--- config.mk ---
export PLATFORM = sky130hd
export DESIGN_NAME = brq_dmem_arbiter
export DESIGN_NICKNAME = d
export VERILOG_FILES = /design/src/rtl/brq_dmem_arbiter.sv
export SDC_FILE = /design/constraint.sdc
export NUM_CORES = 1
export LEC_CHECK = 0
export ABC_CLOCK_PERIOD_IN_PS = 1600
export CORE_ASPECT_RATIO = 0.75
export CORE_MARGIN = 10
export CORE_UTILIZATION = 34
export CTS_BUF_LIST = sky130_fd_sc_hd__clkbuf_16
export DETAILED_ROUTE_END_ITERATION = 10
export PLACE_DENSITY = 0.76
export RECOVER_POWER = 50
export SETUP_SLACK_MARGIN = 0.1
export SLEW_MARGIN = 10
export SYNTH_ARGS = -nofsm -noshare
export SYNTH_HDL_FRONTEND = slang
export SYNTH_SLANG_ARGS = --single-unit
export TNS_END_PERCENT = 5
--- constraint.sdc ---
create_clock -name brq_clk -period 1.6 [get_ports brq_clk]
set_input_delay 0.24 -clock brq_clk [delete_from_list [all_inputs] [get_ports brq_clk]]
set_output_delay 0.24 -clock brq_clk [all_outputs]
set_load 0.01 [all_outputs]
--- src/rtl/brq_dmem_arbiter.sv ---
// brq_dmem_arbiter: round-robin arbiter serialising NumPorts requesters onto one data memory
// Ports: brq_clk/brq_rst clock and async active-low reset; req_* per-port request bundle with
// req_ready_o accept strobe; rsp_valid_o/rsp_rdata_o completion pulse and shared read data;
// mem_* single memory port driven one transaction at a time; busy_o while a transaction is in flight.
module brq_dmem_arbiter #(
  parameter int NumPorts = 2,
  parameter int DataWidth = 32,
  parameter int AddrWidth = 15,
  parameter int MemLatency = 1
) (
  input  logic                           brq_clk,
  input  logic                           brq_rst,
  input  logic [NumPorts-1:0]            req_valid_i,
  output logic [NumPorts-1:0]            req_ready_o,
  input  logic [NumPorts-1:0]            req_we_i,
  input  logic [3*NumPorts-1:0]          req_byte_en_i,
  input  logic [AddrWidth*NumPorts-1:0]  req_addr_i,
  input  logic [DataWidth*NumPorts-1:0]  req_wdata_i,
  output logic [NumPorts-1:0]            rsp_valid_o,
  output logic [DataWidth-1:0]           rsp_rdata_o,
  output logic                           mem_read_en_o,
  output logic                           mem_write_en_o,
  output logic [2:0]                     mem_byte_en_o,
  output logic [AddrWidth-1:0]           mem_addr_o,
  output logic [DataWidth-1:0]           mem_wdata_o,
  input  logic [DataWidth-1:0]           mem_rdata_i,
  output logic                           busy_o
);
  localparam int IdxW = $clog2(NumPorts);
  localparam int CntW = MemLatency > 1 ? $clog2(MemLatency) : 1;
  typedef enum logic [1:0] {IDLE, ISSUE, WAIT, RESP} state_t;
  state_t state, state_nxt;
  logic [IdxW-1:0] ptr, idx, grant_idx, p;
  logic grant_any, we;
  logic [CntW-1:0] cnt;
  // Scan from the highest offset down so the port closest after ptr wins.
  always_comb begin
    grant_any = 1'b0;
    grant_idx = '0;
    p = '0;
    for (int i = NumPorts-1; i >= 0; i--) begin
      p = IdxW'((int'(ptr) + i) % NumPorts);
      if (req_valid_i[p]) begin
        grant_any = 1'b1;
        grant_idx = p;
      end
    end
  end
  always_comb begin
    state_nxt = state;
    if (state == IDLE) state_nxt = grant_any ? ISSUE : IDLE;
    else if (state == ISSUE) state_nxt = WAIT;
    else if (state == WAIT) state_nxt = cnt == '0 ? RESP : WAIT;
    else state_nxt = IDLE;
  end
  always_ff @(posedge brq_clk or negedge brq_rst) begin
    if (!brq_rst) begin
      state <= IDLE;
      ptr <= '0;
      idx <= '0;
      we <= 1'b0;
      cnt <= '0;
      mem_byte_en_o <= '0;
      mem_addr_o <= '0;
      mem_wdata_o <= '0;
      rsp_rdata_o <= '0;
    end else begin
      state <= state_nxt;
      if (state == IDLE && grant_any) begin
        idx <= grant_idx;
        ptr <= grant_idx == IdxW'(NumPorts-1) ? '0 : grant_idx + 1'b1;
        we <= req_we_i[grant_idx];
        mem_byte_en_o <= req_byte_en_i[3*grant_idx +: 3];
        mem_addr_o <= req_addr_i[AddrWidth*grant_idx +: AddrWidth];
        mem_wdata_o <= req_wdata_i[DataWidth*grant_idx +: DataWidth];
      end
      if (state == ISSUE) cnt <= CntW'(MemLatency-1);
      else if (state == WAIT && cnt != '0) cnt <= cnt - 1'b1;
      if (state == WAIT && cnt == '0) rsp_rdata_o <= we ? '0 : mem_rdata_i;
    end
  end
  // Ready is combinational from req_valid_i, so it is masked while reset is held.
  assign req_ready_o = (brq_rst && state == IDLE && grant_any) ? NumPorts'(1) << grant_idx : '0;
  assign rsp_valid_o = state == RESP ? NumPorts'(1) << idx : '0;
  assign mem_read_en_o = state == ISSUE && !we;
  assign mem_write_en_o = state == ISSUE && we;
  assign busy_o = state != IDLE;
endmodule
==> flow_summary.json <==
{
  "multi_input_area_um2": 1747,
  "clk_latency_ns": 0.33,
  "whs_ns": 0.01931,
  "violations": "setup timing",
  "cts.clk_slew.worst_paths_ns": 0.06,
  "cts.path.max_buffers": 2,
  "max_freq_ghz": 0.6125,
  "final_cell_mix": "clkdlybuf4s50_1, dfrtp_1, a221o_1, and3_1, nand2b_1",
  "met3_usage": 0.05813,
  "final_max_slew_viol_count": 0,
  "drt_first_pass_iters": 4,
  "grt_util_all_layers": 0.1709,
  "layout_commonest_cell": "clkdlybuf4s50_1",
  "critical_path_class": "reg -> out",
  "fp.dieW_um": 143.2,
  "htreeDepth": 3,
  "skew_ns": 0.004042,
  "place_inst": 694,
  "cts_tree": "done",
  "rsz0062_at_grt": "true",
  "grt.met2_usage": 0.2830,
  "gp_congestion": 0.7824,
  "cts.sinks": 88,
  "utilization": 0.6393,
  "grt-ovfl-total": 0,
  "cp.arrival_ns": 1.39,
  "outcome": "complete, but fails checks",
  "period_needed_ns": 1.633,
  "layout_worst_path_cycle_share": 1.020,
  "initial_core_util": 0.3510,
  "ant_nets": 0,
  "instances_no_fill": 717,
  "grt_use_met1": 0.2086,
  "cellLeakagePower_nw": 3.563,
  "dr_total_vias": 3707,
  "start_kind": "flop",
  "grt_pass1_vias": 3742,
  "power_mw": 12.62,
  "crit_fanout": 4,
  "seqCellArea_um2": 2202,
  "drt_iter0_markers": 235,
  "dieArea_um2": 16090,
  "syn_area_um2": 3870,
  "dpl.hpwl_um": 10460,
  "avgRoutedWirePerCell_um": 20.71,
  "grt_pass1_wl_um": 21800,
  "grt_antenna_before_repair": 0,
  "drive_gt1_frac": 0.2028,
  "tightest_slew_ns": 0.6237,
  "hp-class": "in -> async",
  "globalRoute.busiestLayer": "met2",
  "diodes": 0,
  "fin_nets": 714,
  "final-setup-viol-count": 33,
  "pin_count": 227,
  "ys_seq_elements": 88,
  "grt_max_degree": 65,
  "power_density_nw_per_um2": 1791,
  "core_um2": 11020,
  "fp.dieH_um": 112.4,
  "ys.warnings.count": 0,
  "area_growth_pct": 82.12,
  "cp-end-kind": "output pin",
  "cts_buffers": 9,
  "rows": 33,
  "ir_worst_vdd_mv": 0.7928,
  "drc": 0,
  "hold_viol_final": 0,
  "cts-root-buf": "clkbuf_16",
  "ys_types": 23,
  "vias_per_cell": 5.170,
  "syn_inst": 340,
  "critPathRequiredTime_ns": 1.36,
  "port_buffers": 226,
  "fillCellCount": 887,
  "slew_headroom": 0.5842,
  "maxCapViolations": 0,
  "setup_slack_ns": -0.03271,
  "syn-num-nets": 482,
  "routed_wl_um": 14850,
  "syn_area_per_cell_um2": 11.38,
  "yosysSeqAreaShare": 0.5690,
  "holdBufCountCts": 0
}
## cell type report
| type | instances | share of cell area |
|---|---|---|
| multi-input cells | 218 | 0.2478 |
| clock buffers | 9 | 0.03195 |
| repair buffers | 252 | 0.3687 |
| inverters | 3 | 0.001598 |
| flip-flops and latches | 88 | 0.3124 |
| well taps | 140 | 0.02485 |
| clock inverters | 7 | 0.01260 |
## per-stage QoR
step / TNS [ns] / setup slack (ns) / area, um2
4_1_cts: -0.08096 / -0.03588 / 6728
3_5_place_dp: -13.34 / -0.3473 / 6329
5_1_grt: -2.926 / -0.09937 / 7048
2_1_floorplan: 0 / 0.09587 / 3880
3_3_place_gp: -11.62 / -0.3330 / 6329
6_report: -0.3974 / -0.03271 / 7048
## registers in the layout, summed over array words and instances, names as in the netlist
register and cells:
cnt 1, idx 1, mem_addr_o 15, mem_byte_en_o 3
mem_wdata_o 32, ptr 1, rsp_rdata_o 32, state 2
we 1
## cells in the mapped netlist
cell / instances / area, um2
inv_1: 3 / 11.26
buf_6: 6 / 67.56
dfrtp_1: 88 / 2202
and2_4: 1 / 8.760
and3_2: 4 / 30.03
o21ai_2: 1 / 8.760
o21ai_0: 32 / 160.2
a21oi_2: 1 / 8.760
nand2b_1: 33 / 206.5
a221o_1: 51 / 510.5
nor2b_1: 2 / 12.51
nor3b_1: 1 / 7.510
buf_4: 2 / 15.01
a21o_1: 1 / 7.510
nand2_1: 33 / 123.9
clkbuf_1: 17 / 63.81
and2_1: 3 / 18.77
nand2b_2: 1 / 8.760
and3_1: 48 / 300.3
ha_1: 4 / 50.05
buf_2: 6 / 30.03
a22o_2: 1 / 10.01
o31ai_1: 1 / 7.510
## final timing paths
kind	cells past startpoint	start	slack, ns	end
worst max register to register	7	state[0]$_DFF_PN0_	-0.03	mem_addr_o[5]$_DFFE_PN0P_
max in group asynchronous	2	brq_rst	1.13	rsp_rdata_o[24]$_DFFE_PN0P_
worst min register to register	2	rsp_rdata_o[23]$_DFFE_PN0P_	0.48	rsp_rdata_o[23]$_DFFE_PN0P_
min in group brq_clk	3	mem_rdata_i[2]	0.47	rsp_rdata_o[2]$_DFFE_PN0P_
worst max-delay path	5	state[1]$_DFF_PN0_	-0.03	req_ready_o[1]
worst min-delay path	2	brq_rst	0.02	mem_wdata_o[25]$_DFFE_PN0P_
## critical path, stage by stage, from the launching register on
cell     delay [ns]
dfrtp_1        0.39
inv_2          0.08
ha_4           0.17
and2_4         0.15
and3_4         0.17
buf_6          0.10
## where the power goes
group	internal, mW	switching (mW)	total [mW]
sequential	3.26	0.640	3.90
clock	1.36	0.860	2.22
combinational	3.48	3.03	6.51
## kinds of logic (layout without fill, tap and decap cells)
family	Yosys count	count (layout)	synth area share
flops	88	88	0.5690
compound gates	88	88	0.1843
buf+inv	34	271	0.04849
fa+ha+maj	4	4	0.01293
simple gates	126	126	0.1853
## what timing repair did
item | in CTS | in global routing
endpoints found under the setup margin | 79 | 141
resized for setup | 69 | 138
pin swaps | 12 | 21
cloned | 1 | 1
setup buffers | 4 | 1
## routing by layer
layer | share of wire | vias to the layer above
li1 | - | 1717
met1 | 0.40 | 1824
met2 | 0.50 | 154
met3 | 0.085 | 12
met4 | 0.013 | 0
met5 | 0 | -
Power figures use the tool's default switching activity.
